===== config.mk =====
export PLATFORM = sky130hd
export DESIGN_NAME = process_driver_flat
export DESIGN_NICKNAME = d
export VERILOG_FILES = /design/src/rtl/faust_hs_pkg.sv /design/src/rtl/process_driver_if.sv /design/src/rtl/hs_pending_slot.sv /design/src/rtl/process_driver.sv /design/src/flat_wrapper.sv
export SDC_FILE = /design/constraint.sdc
export NUM_CORES = 1
export LEC_CHECK = 0
export BUFFER_PORTS_ARGS = -buffer_cell sky130_fd_sc_hd__buf_2
export CORE_MARGIN = 8
export CORE_UTILIZATION = 48
export DETAILED_ROUTE_END_ITERATION = 7
export PLACE_DENSITY = 0.72
export SLEW_MARGIN = 0
export SYNTH_ARGS = -nofsm -noshare
export SYNTH_HDL_FRONTEND = slang
export SYNTH_SLANG_ARGS = --single-unit

===== constraint.sdc =====
create_clock -name clk -period 3.4 [get_ports clk]
set_input_delay 0.68 -clock clk [delete_from_list [all_inputs] [get_ports clk]]
set_output_delay 0.68 -clock clk [all_outputs]
set_load 0.05 [all_outputs]

===== src/rtl/faust_hs_pkg.sv =====
// rtl/faust_hs_pkg.sv - shared types and token-fire helper for Dynamatic kernel drivers
package faust_hs_pkg;

  localparam int DATA_W_DEF = 8;

  typedef enum logic [1:0] {
    ST_IDLE = 2'd0,
    ST_RUN  = 2'd1,
    ST_EMIT = 2'd2
  } hs_state_e;

  // A token moves on any clock edge where both valid and ready are high.
  function automatic logic hs_fire(input logic valid, input logic ready);
    return valid & ready;
  endfunction

endpackage


===== src/rtl/process_driver_if.sv =====
// rtl/process_driver_if.sv - valid/ready token bundle between driver and process kernel
interface process_driver_if
  import faust_hs_pkg::*;
#(
  parameter int DATA_W = DATA_W_DEF
);
  logic [DATA_W-1:0] in0;
  logic              in0_valid;
  logic              in0_ready;
  logic              start_valid;
  logic              start_ready;
  logic [DATA_W-1:0] out0;
  logic              out0_valid;
  logic              out0_ready;
  logic              end_valid;
  logic              end_ready;

  modport master (
    output in0, in0_valid, start_valid, out0_ready, end_ready,
    input  in0_ready, start_ready, out0, out0_valid, end_valid
  );

  modport slave (
    input  in0, in0_valid, start_valid, out0_ready, end_ready,
    output in0_ready, start_ready, out0, out0_valid, end_valid
  );
endinterface


===== src/rtl/hs_pending_slot.sv =====
// rtl/hs_pending_slot.sv - one-entry holding register; a write while full and not read is dropped
module hs_pending_slot #(
  parameter int W = 8
) (
  input  logic         clk,
  input  logic         rst_n,
  input  logic         wr_en,
  input  logic [W-1:0] wr_data,
  input  logic         rd_en,
  output logic [W-1:0] rd_data,
  output logic         full,
  output logic         overflow
);
  logic         full_q, full_d;
  logic [W-1:0] data_q, data_d;
  logic         accept;

  always_comb begin
    // A read in the same cycle frees the slot for the incoming write.
    accept   = wr_en && (!full_q || rd_en);
    full_d   = accept || (full_q && !rd_en);
    data_d   = accept ? wr_data : data_q;
    overflow = wr_en && full_q && !rd_en;
  end

  always_ff @(posedge clk or negedge rst_n) begin
    if (!rst_n) begin
      full_q <= 1'b0;
      data_q <= '0;
    end else begin
      full_q <= full_d;
      data_q <= data_d;
    end
  end

  assign rd_data = data_q;
  assign full    = full_q;
endmodule


===== src/rtl/process_driver.sv =====
// rtl/process_driver.sv - runs one process-kernel invocation per sample strobe and emits the result
module process_driver
  import faust_hs_pkg::*;
#(
  parameter int DATA_W         = DATA_W_DEF,
  parameter int TIMEOUT_CYCLES = 255,
  parameter int CNT_W          = 16
) (
  input  logic              clk,
  input  logic              rst_n,
  input  logic [DATA_W-1:0] sample_in,
  input  logic              sample_strobe,
  output logic [DATA_W-1:0] sample_out,
  output logic              sample_out_valid,
  output logic              busy,
  output logic              overrun,
  output logic              timeout,
  output logic [CNT_W-1:0]  done_count,
  process_driver_if.master  kif
);
  localparam int               TMO_W     = $clog2(TIMEOUT_CYCLES + 1) + 1;
  localparam logic [TMO_W-1:0] TMO_LIMIT = TMO_W'(TIMEOUT_CYCLES);

  hs_state_e         state_q, state_d;
  logic [DATA_W-1:0] in0_q, in0_d, result_q, result_d, sample_out_q, sample_out_d;
  logic              sample_out_valid_q, sample_out_valid_d;
  logic              in_sent_q, in_sent_d, start_sent_q, start_sent_d;
  logic              out_got_q, out_got_d, end_got_q, end_got_d;
  logic [TMO_W-1:0]  tmo_cnt_q, tmo_cnt_d, tmo_inc;
  logic              timeout_q, timeout_d, overrun_q, overrun_d;
  logic [CNT_W-1:0]  done_count_q, done_count_d;

  logic              in_fire, start_fire, out_fire, end_fire, all_done;
  logic              launch, pend_wr, pend_rd, pend_full, pend_ovf;
  logic [DATA_W-1:0] pend_data;

  assign in_fire    = hs_fire(kif.in0_valid, kif.in0_ready);
  assign start_fire = hs_fire(kif.start_valid, kif.start_ready);
  assign out_fire   = hs_fire(kif.out0_valid, kif.out0_ready);
  assign end_fire   = hs_fire(kif.end_valid, kif.end_ready);

  // Pending always launches ahead of a same-cycle strobe, which then takes the slot.
  assign launch  = (state_q != ST_RUN) && (pend_full || sample_strobe);
  assign pend_rd = launch && pend_full;
  assign pend_wr = sample_strobe && ((state_q == ST_RUN) || pend_full);

  hs_pending_slot #(.W(DATA_W)) u_pending (
    .clk      (clk),
    .rst_n    (rst_n),
    .wr_en    (pend_wr),
    .wr_data  (sample_in),
    .rd_en    (pend_rd),
    .rd_data  (pend_data),
    .full     (pend_full),
    .overflow (pend_ovf)
  );

  always_comb begin
    state_d            = state_q;
    in0_d              = in0_q;
    result_d           = result_q;
    sample_out_d       = sample_out_q;
    sample_out_valid_d = 1'b0;
    in_sent_d          = in_sent_q;
    start_sent_d       = start_sent_q;
    out_got_d          = out_got_q;
    end_got_d          = end_got_q;
    tmo_cnt_d          = tmo_cnt_q;
    tmo_inc            = tmo_cnt_q + 1'b1;
    timeout_d          = timeout_q;
    overrun_d          = overrun_q | pend_ovf;
    done_count_d       = done_count_q;
    all_done           = (in_sent_q | in_fire) & (start_sent_q | start_fire) &
                         (out_got_q | out_fire) & (end_got_q | end_fire);
    unique case (state_q)
      ST_RUN: begin
        in_sent_d    = in_sent_q | in_fire;
        start_sent_d = start_sent_q | start_fire;
        out_got_d    = out_got_q | out_fire;
        end_got_d    = end_got_q | end_fire;
        if (out_fire) result_d = kif.out0;
        if (tmo_cnt_q != TMO_LIMIT) tmo_cnt_d = tmo_inc;
        if ((TIMEOUT_CYCLES != 0) && (tmo_inc == TMO_LIMIT)) timeout_d = 1'b1;
        if (all_done) begin
          state_d            = ST_EMIT;
          sample_out_d       = out_fire ? kif.out0 : result_q;
          sample_out_valid_d = 1'b1;
        end
      end
      default: begin
        if (state_q == ST_EMIT) done_count_d = done_count_q + 1'b1;
        if (launch) begin
          state_d      = ST_RUN;
          in0_d        = pend_full ? pend_data : sample_in;
          in_sent_d    = 1'b0;
          start_sent_d = 1'b0;
          out_got_d    = 1'b0;
          end_got_d    = 1'b0;
          tmo_cnt_d    = '0;
        end else begin
          state_d = ST_IDLE;
        end
      end
    endcase
  end

  always_ff @(posedge clk or negedge rst_n) begin
    if (!rst_n) begin
      state_q            <= ST_IDLE;
      in0_q              <= '0;
      result_q           <= '0;
      sample_out_q       <= '0;
      sample_out_valid_q <= 1'b0;
      in_sent_q          <= 1'b0;
      start_sent_q       <= 1'b0;
      out_got_q          <= 1'b0;
      end_got_q          <= 1'b0;
      tmo_cnt_q          <= '0;
      timeout_q          <= 1'b0;
      overrun_q          <= 1'b0;
      done_count_q       <= '0;
    end else begin
      state_q            <= state_d;
      in0_q              <= in0_d;
      result_q           <= result_d;
      sample_out_q       <= sample_out_d;
      sample_out_valid_q <= sample_out_valid_d;
      in_sent_q          <= in_sent_d;
      start_sent_q       <= start_sent_d;
      out_got_q          <= out_got_d;
      end_got_q          <= end_got_d;
      tmo_cnt_q          <= tmo_cnt_d;
      timeout_q          <= timeout_d;
      overrun_q          <= overrun_d;
      done_count_q       <= done_count_d;
    end
  end

  assign kif.in0         = in0_q;
  assign kif.in0_valid   = (state_q == ST_RUN) && !in_sent_q;
  assign kif.start_valid = (state_q == ST_RUN) && !start_sent_q;
  assign kif.out0_ready  = (state_q == ST_RUN) && !out_got_q;
  assign kif.end_ready   = (state_q == ST_RUN) && !end_got_q;
  assign sample_out       = sample_out_q;
  assign sample_out_valid = sample_out_valid_q;
  assign busy             = state_q != ST_IDLE;
  assign overrun          = overrun_q;
  assign timeout          = timeout_q;
  assign done_count       = done_count_q;
endmodule


===== src/flat_wrapper.sv =====
// flat-port wrapper written by rule: the top's interface ports become plain ports
module process_driver_flat import faust_hs_pkg::*;
#(
  parameter int DATA_W         = DATA_W_DEF,
  parameter int TIMEOUT_CYCLES = 255,
  parameter int CNT_W          = 16
)
  (clk, rst_n, sample_in, sample_strobe, sample_out, sample_out_valid, busy, overrun, timeout, done_count, kif_in0, kif_in0_valid, kif_start_valid, kif_out0_ready, kif_end_ready, kif_in0_ready, kif_start_ready, kif_out0, kif_out0_valid, kif_end_valid);
  process_driver_if #(.DATA_W(DATA_W)) kif_i ();
  input  logic clk;
  input  logic rst_n;
  input  logic [DATA_W-1:0] sample_in;
  input  logic sample_strobe;
  output logic [DATA_W-1:0] sample_out;
  output logic sample_out_valid;
  output logic busy;
  output logic overrun;
  output logic timeout;
  output logic [CNT_W-1:0] done_count;
  output wire logic [$bits(kif_i.in0)-1:0] kif_in0;
  output wire logic [$bits(kif_i.in0_valid)-1:0] kif_in0_valid;
  output wire logic [$bits(kif_i.start_valid)-1:0] kif_start_valid;
  output wire logic [$bits(kif_i.out0_ready)-1:0] kif_out0_ready;
  output wire logic [$bits(kif_i.end_ready)-1:0] kif_end_ready;
  input wire logic [$bits(kif_i.in0_ready)-1:0] kif_in0_ready;
  input wire logic [$bits(kif_i.start_ready)-1:0] kif_start_ready;
  input wire logic [$bits(kif_i.out0)-1:0] kif_out0;
  input wire logic [$bits(kif_i.out0_valid)-1:0] kif_out0_valid;
  input wire logic [$bits(kif_i.end_valid)-1:0] kif_end_valid;
  assign kif_in0 = kif_i.in0;
  assign kif_in0_valid = kif_i.in0_valid;
  assign kif_start_valid = kif_i.start_valid;
  assign kif_out0_ready = kif_i.out0_ready;
  assign kif_end_ready = kif_i.end_ready;
  assign kif_i.in0_ready = kif_in0_ready;
  assign kif_i.start_ready = kif_start_ready;
  assign kif_i.out0 = kif_out0;
  assign kif_i.out0_valid = kif_out0_valid;
  assign kif_i.end_valid = kif_end_valid;
  process_driver #(.DATA_W(DATA_W), .TIMEOUT_CYCLES(TIMEOUT_CYCLES), .CNT_W(CNT_W)) u_core (.clk(clk), .rst_n(rst_n), .sample_in(sample_in), .sample_strobe(sample_strobe), .sample_out(sample_out), .sample_out_valid(sample_out_valid), .busy(busy), .overrun(overrun), .timeout(timeout), .done_count(done_count), .kif(kif_i));
endmodule

==> Word-level counts from Yosys, hierarchy flattened <==
Index checks and enable logic that the tools add are counted.
{ "totals": {"ff_bits": 67} }
{ "classes": {"n_addsub": 2, "n_eq_ne": 7, "n_mux": 15, "n_bitwise": 13, "reduce_logical": 28} }
{ "op_table": {"columns": ["operator", "count"], "rows": [
  ["9-bit 2-to-1 mux", 3],
  ["16-bit by 1-bit adder with 16-bit output, second input constant", 1],
  ["8-bit 2-to-1 mux", 2],
  ["1-bit logical AND", 11],
  ["2-bit AND reduction", 5],
  ["9-bit by 1-bit adder with 9-bit output, second input constant", 1],
  ["9-bit by 8-bit equality test with 1-bit output, second input constant", 1],
  ["9-bit by 8-bit inequality test with 1-bit output, second input constant", 1],
  ["1-bit 2-to-1 mux", 8],
  ["1-bit AND", 7],
  ["1-bit logical NOT", 6],
  ["1-bit OR", 5],
  ["1-bit logical OR", 4],
  ["2-bit 2-to-1 mux", 2],
  ["2-bit by 1-bit inequality test with 1-bit output, second input constant", 2],
  ["2-bit nonzero test", 2],
  ["2-bit by 1-bit equality test with 1-bit output, second input constant", 1],
  ["2-bit equality test, second input constant", 1],
  ["2-bit inequality test, second input constant", 1],
  ["1-bit inverter", 1]
]} }

==> Depth between registers and ports, before layout <==
Gate-level depths: netlist of the first run.
{ "depth": {"ltp_word": 9, "ltp_mapped": 9, "mapped_depth_nobuf": 7} }

==> Cells and area by module <==
A second synthesis of the first run with hierarchy kept.
{ "hier_totals": {"hier_cells": 251, "hier_area_um2": 3009.1} }
{ "by_module_without_submodules": {"columns": ["mod", "n_inst", "cells_per_inst", "area_per_inst_um2", "seq_area_each_um2"], "rows": [
  ["process_driver", 1, 229, 2627.5, 1451.4],
  ["hs_pending_slot", 1, 22, 381.6, 225.2]
]} }

==> Least setup slack after synthesis of the first run <==
No wires, ideal clock.
{ "synth_timing": {"path_kind": "register -> register", "start": "register u_core.tmo_cnt_q[0]", "end": "register u_core.tmo_cnt_q[3]", "arrival_time_ns": 2.079, "path_slack_ns": 1.192, "stages_incl_launch_ff": 9, "path_buffers": 1, "synth_period_minus_slack_ns": 2.208, "path_cell_list": "dfrtp_1 ha_1 clkbuf_1 and4_1 ha_1 or3b_2 a21boi_1 o21ai_0 o31ai_1"} }
{ "synth_via": {"elab_chain_cells": 3, "elab_cells_between_ends": 6} }
{ "synth_lines": {"columns": ["element", "line", "rtl"], "rows": [
  ["from (decl)", "process_driver.sv:29", "logic [TMO_W-1:0] tmo_cnt_q, tmo_cnt_d, tmo_inc;"],
  ["from (signal assigned)", "process_driver.sv:132", "tmo_cnt_q <= tmo_cnt_d;"],
  ["9-bit by 1-bit adder with 9-bit output / 9-bit by 8-bit inequality test with 1-bit output (equally long branches)", "process_driver.sv:69, process_driver.sv:82", null],
  ["9-bit 2-to-1 mux / 2-bit inequality test (equally long branches)", null, null],
  ["9-bit 2-to-1 mux / 2-bit AND reduction (equally long branches)", null, null]
]} }
Parallel ways exist; a longest one is shown, timed or not. The select of a mux whose other input is x is not followed.
A chain may end at the register's enable or synchronous reset.

==> Final worst setup path of the first run <==
Ends and elaborated chain as after synthesis.

==> out/results.tsv, run 1 <==
metric	value	unit
status	finished, final reports clean	
synth.distinct_cells	36	
nNetsFinal	336	
fin_skew	0.00684	ns
die_area	0.00883	mm²
port_buffers	62	
pre_cts_ws	0.909	ns
syn_area_per_cell	12.1	µm²
yosys.area.top_type	dfrtp_1	
ys_ff_latch	67	
min-delay-start	u_core.done_count[15]	
num_rows	28	
synth_area	0.00292	mm²
grt_pass1_vias	2126	
place_inst	373	
post_cts_buffers	0	
required	3.61	ns
antenna_found_initial	0	
max_cap_violations	0	
drt-initial-drc-count	84	
die_width	94.0	µm
hold_ws	0.469	ns
gp_congestion	0.880	
grt_overflow_total	0	
io_pins	63	
antenna_cells	0	
busiest_layer	met2	
ctsResizeCount	0	
syn_inst	242	
crit_path_start_kind	flop	
cts_buffers	9	
p_leak	1.66	nW
place_area	0.00330	mm²
syn-num-nets	269	
min_period	2.51	ns
clk_latency	0.33	ns
wl	5.83	mm
synth_edf_count	0	
die_h	94.0	µm
cts_max_level	3	
layout_common_cells	dfrtp_1, buf_2, mux2_2	
grt_use_met3	5.28	%
grt_pass1_wl	10.1	mm
core-area	0.00589	mm²
cp_top_family	simple AND/OR/NAND/NOR gates	
rsz0062_at_grt	false	
seq_area	0.00168	mm²
clock.fmax	398	MHz
grt_usage	14.4	%
multiInputGateArea	0.00120	mm²
final_area	0.00350	mm²
hold_violations	0	
timing.rr.start	u_core.tmo_cnt_q[0]	
synth.top_cell.area_share	57.4	%
path_max_fanout	11	
max_stage_delay	0.57	ns
path_buf_inv	0	
period_share	73.8	%
synth-warning-count	0	
finalNonFillerCells	389	
fill_cells	513	
async_flop_share	100	%
grt_use_met2	22.1	%
cts.clk_slew.worst_paths	0.08	ns
final_common_cell	dfrtp_1	
hold_class	flop to flop	
ys.flop_type	dfrtp_1	
drive_gt1_share	35.4	%
area_growth_syn_to_layout	19.8	%
wl_per_cell	15.0	µm
slew_headroom	44.6	%
slowest_stage	or3b_2	
peakVddDrop	0.628	mV
finalSetupViolCount	0	
slew_viol_final	0	
vias_per_cell	5.24	
start_util	49.6	%
crit_type	flop to flop	
crit_arrival	2.72	ns
via_count	2037	
dp_hpwl	4.13	mm
cts_tree	done	
drtPass1Iterations	4	
grt_max_degree	68	
cts_root_buf	clkbuf_8	
clock-sinks	67	
ctsLongestPathBuffers	2	
tns	0	ns
p_per_area	1020	mW/mm²
use_met1	18.0	%
ctsHoldBuffers	0	
crit_chain	ha_1, and4_1, ha_1, or3b_2, a21boi_1, o21ai_0, o31ai_1	
fin_ws	0.890	ns
critPathMostFrequentCell	ha_1	
drc	0	
ant_nets	0	
cp-end-kind	flop	
synth_area_leaders	dfrtp_1, mux2_2, xnor2_1	
worst_slew_pin_slew	0.831	ns
crit_start	u_core.tmo_cnt_q[0]	
ys_seq_area_share	57.4	%
[cell families after synthesis]
| kind of cell | Yosys count | synth area share [%] |
|---|---|---|
| fa+ha+maj | 5 | 2.06 |
| xor+xnor | 19 | 5.70 |
| simple gates | 69 | 13.2 |
| compound gates | 39 | 7.72 |
| buf+inv | 10 | 1.46 |
| flops | 67 | 57.4 |
| mux | 33 | 12.4 |
[flip-flops by register name (all words and copies together) (netlist names), 2 cells and up]
name / flops
u_core.done_count: 16
u_core.u_pending.rd_data: 8
u_core.state_q: 2
u_core.tmo_cnt_q: 9
u_core.result_q: 8
u_core.kif.in0: 8
u_core.sample_out: 8
[area by class of cell]
class / count / share of cell area (%)
multi-input cells: 165 / 34.3
well taps: 75 / 2.68
repair buffers: 63 / 9.09
clock buffers: 9 / 3.54
flip-flops and latches: 67 / 47.9
clock inverters: 7 / 2.11
inverters: 3 / 0.322
[per-stage QoR]
step / total power, mW / util [%]
final: 3.56 / 59.4
after global placement: 2.88 / 56.1
after CTS: 3.59 / 59.4
after global routing: 3.79 / 59.4
after floorplan: 2.56 / -
after detailed placement: 2.93 / 56.1
[final timing paths]
check	endpoint	slack, ns	cells past startpoint
min reg2reg	u_core.done_count[15]	0.47	1
max reg2reg	u_core.tmo_cnt_q[3]	0.89	7
min	u_core.done_count[15]	0.47	1
max in group asynchronous	u_core.tmo_cnt_q[3]	2.33	2
max	u_core.tmo_cnt_q[3]	0.89	7
min in group asynchronous	u_core.result_q[6]	0.52	2
[cell usage after synthesis, drive strengths merged, types with 4 or more instances]
master / number
o21ai: 22
mux2i: 8
buf: 5
nand3: 10
nand4: 7
mux2: 25
xor2: 4
nor2: 9
dfrtp: 67
xnor2: 15
ha: 4
a21oi: 7
nand2: 19
and4: 4
nor3: 6
[routing by layer]
layer | vias to the layer above | share of wire, %
met5 | - | 0
met4 | 0 | 1.0
met3 | 4 | 7.5
met2 | 50 | 46
met1 | 989 | 46
li1 | 994 | -
[power by group]
part	switching [mW]	internal, mW
clock	0.318	0.344
combinational	1.06	0.532
sequential	0.212	1.09
Note: power is estimated with default switching activity, not from simulation.
==> inputs of run 2 (changes only) <==
- ABC_AREA: default -> 1
- PLACE_DENSITY: 0.72 -> 0.74
- clock period: 3.4 -> 2.1 ns (I/O delays scaled with it)
==> out/results.tsv, run 2 <==
metric	value	unit	change
slowest_stage	dfrtp_1		
num_rows	29		+3.6%
wl_per_cell	12.8	µm	-14%
yosys-top-cells-count	nand2_1, dfrtp_1, inv_1		
cts_root_buf	clkbuf_8		
tns	0	ns	unchanged
grt_usage	15.9	%	+1.6 points
slew_headroom	67.7	%	+23 points
synth_area	0.00310	mm²	+6.3%
max_stage_delay	0.42	ns	-0.15 ns
ant_nets	0		unchanged
critical_path.endpoint	kif_out0_ready		
final_common_cell	nand2_1		
clock-sinks	67		unchanged
drt-initial-drc-count	112		+33%
cp_top_family	buffers and inverters		
syn_area_per_cell	8.47	µm²	-30%
synth.top_cell.area_share	54.1	%	-3.4 points
fin_skew	0.00807	ns	+0.00122 ns
wl	6.69	mm	+15%
grt_pass1_vias	2584		+22%
p_seq_share	37.4	%	+0.9 points
pwr-share-comb	45.2	%	+0.3 points
status	finished, final reports clean		
cp.depth	4		-3
die_h	96.4	µm	+2.6%
die_width	96.4	µm	+2.6%
clk_latency	0.34	ns	about the same
dp_hpwl	4.80	mm	+16%
r2r_slack	0.22	ns	-0.67 ns
crit_type	flop to primary output		
layout_common_cells	nand2_1, dfrtp_1, buf_2		
port_buffers	62		unchanged
drive_gt1_share	22.5	%	-13 points
timing.rr.end	u_core.tmo_cnt_q[0]		
vias_per_cell	4.94		-5.7%
intPower	2.82	mW	+44%
async_flop_share	100	%	unchanged
path_buf_inv	2		+2
drtPass1Iterations	6		+2
p_per_area	1420	mW/mm²	+40%
required	1.68	ns	-1.93 ns
period_share	94.1	%	
p_sw_share	46.4	%	+1.6 points
critPathMostFrequentCell	nor2_4		
synth_area_leaders	dfrtp_1, nand2_1, inv_1		
p_leak	2.03	nW	+22%
hold_class	primary input to async pin		
antenna_cells	0		unchanged
grt_overflow_total	0		unchanged
synthMostInstantiatedCell	nand2_1		
slew_viol_final	0		unchanged
clockPowerShare	17.3	%	-1.3 points
path_max_fanout	13		+2
antenna_found_initial	0		unchanged
hold_violations	0		unchanged
finalSetupViolCount	0		unchanged
largest_reg_flops	16		unchanged
cts_buffers	9		unchanged
ys_seq_area_share	54.1	%	-3.4 points
ctsHoldBuffers	0		unchanged
io_pins	63		unchanged
timing.rr.start	u_core.tmo_cnt_q[0]		
cts_max_level	3		unchanged
cp-end-kind	primary output		
finalNonFillerCells	521		+34%
power.switching	2.45	mW	+54%
gp_congestion	0.856		-2.7%
grt_pass1_wl	11.5	mm	+13%
min_period	1.98	ns	
rsz0062_at_grt	false		
peakVddDrop	0.885	mV	+41%
via_count	2572		+26%
ys.flop_type	dfrtp_1		
ctsLongestPathBuffers	2		unchanged
synth-warning-count	0		unchanged
drc	0		unchanged
clock.fmax	506	MHz	
crit_arrival	1.56	ns	-1.16 ns
max_cap_violations	0		unchanged
cts_tree	done		
reg2reg_depth	11		+4
die_area	0.00929	mm²	+5.2%
area_growth_syn_to_layout	19.4	%	
yosys.area.top_type	dfrtp_1		
crit_path_start_kind	flop		
crit_chain	nor2_4, inv_2, nor2_4, clkbuf_4		
syn_inst	366		+51%
synth.distinct_cells	31		-14%
worst_slew_pin_slew	0.482	ns	-0.349 ns
nNetsFinal	467		+39%
ys_ff_latch	67		unchanged
cts.clk_slew.worst_paths	0.07	ns	about the same
place_inst	501		+34%
synth_edf_count	0		unchanged
core-area	0.00631	mm²	+7.3%
start_util	49.1	%	-0.47 points
crit_start	u_core.state_q[1]		
grt_max_degree	68		unchanged
syn-num-nets	393		+46%
## run 2: metrics by stage
| step | util, % | worst slack, ns | area (µm²) | hold WS, ns | total power, mW |
|---|---|---|---|---|---|
| after floorplan | - | 0.273 | 3100 | 0.124 | 3.77 |
| after global placement | 55.5 | 0.353 | 3500 | 0.449 | 4.26 |
| after detailed placement | 55.5 | 0.259 | 3500 | 0.454 | 4.32 |
| after CTS | 58.0 | 0.0271 | 3660 | 0.101 | 5.24 |
| after global routing | 58.7 | 0.0265 | 3700 | 0.0976 | 5.66 |
| final | 58.7 | 0.125 | 3700 | 0.0752 | 5.27 |
## run 2: logic make-up (layout without fill, tap and decap cells)
kind of cell | count (synthesis) | after routing | synth area share [%]
AO/OA/AOI/OAI | 41 | 41 | 7.75
AND/OR/NAND/NOR | 192 | 192 | 26.7
XOR/XNOR | 12 | 12 | 3.39
adder cells (fa/ha/maj) | 4 | 4 | 1.61
flip-flops | 67 | 67 | 54.1
buffers and inverters | 50 | 128 | 6.49
## run 2: metal layers
metal	GRT usage (%)	part of all wire [%]	up-vias	routed length [µm]
met4	8.95	2.0	0	136
li1	-	-	1301	-
met2	26.2	48	52	3250
met1	19.0	45	1210	3020
met5	0	0	-	0
met3	3.71	4.3	9	288
## run 2: worst min-delay path by stage
| stage | from | end | slack, ns |
|---|---|---|---|
| 3_3_place_gp | u_core.timeout | u_core.timeout | 0.45 |
| 3_5_place_dp | u_core.timeout | u_core.timeout | 0.45 |
| 6_report | rst_n | u_core.sample_out[6] | 0.08 |
| 5_1_grt | rst_n | u_core.sample_out[6] | 0.1 |
| 2_1_floorplan | rst_n | u_core.done_count[0] | 0.12 |
| 4_1_cts | rst_n | u_core.u_pending.rd_data[0] | 0.10 |
## run 2: worst reg2reg max path, cell delays in order (launching register included)
cell	delay, ns
dfrtp_1	0.44
ha_1	0.26
nand2_1	0.08
inv_1	0.05
nand2_1	0.08
nor2_1	0.05
ha_1	0.17
or2_0	0.25
nand2_2	0.15
inv_2	0.08
nand2_1	0.06
o21ai_0	0.08
## run 2: power by group through the flow
| stage | Sequential [mW] | Clock (mW) | Combinational, mW |
|---|---|---|---|
| after CTS | 1.97 | 0.943 | 2.33 |
| after global routing | 2.03 | 1.00 | 2.63 |
| final | 1.97 | 0.914 | 2.38 |
| after floorplan | 2.46 | 0 | 1.31 |
| after global placement | 1.97 | 0 | 2.29 |
| after detailed placement | 1.99 | 0 | 2.33 |
## run 2: repair_timing
action,in CTS,in global routing
endpoints found under the setup margin,0,1
setup buffers,0,5
resized for setup,0,1
## run 2: layout make-up
| class | instances | area [µm²] |
|---|---|---|
| timing repair buffer | 70 | 385 |
| inverter | 43 | 161 |
| tap | 77 | 96.3 |
| multi-input combinational | 249 | 1220 |
| fill | 591 | 2610 |
| clock buffer | 12 | 145 |
| clock inverter | 3 | 15.0 |
| sequential | 67 | 1680 |
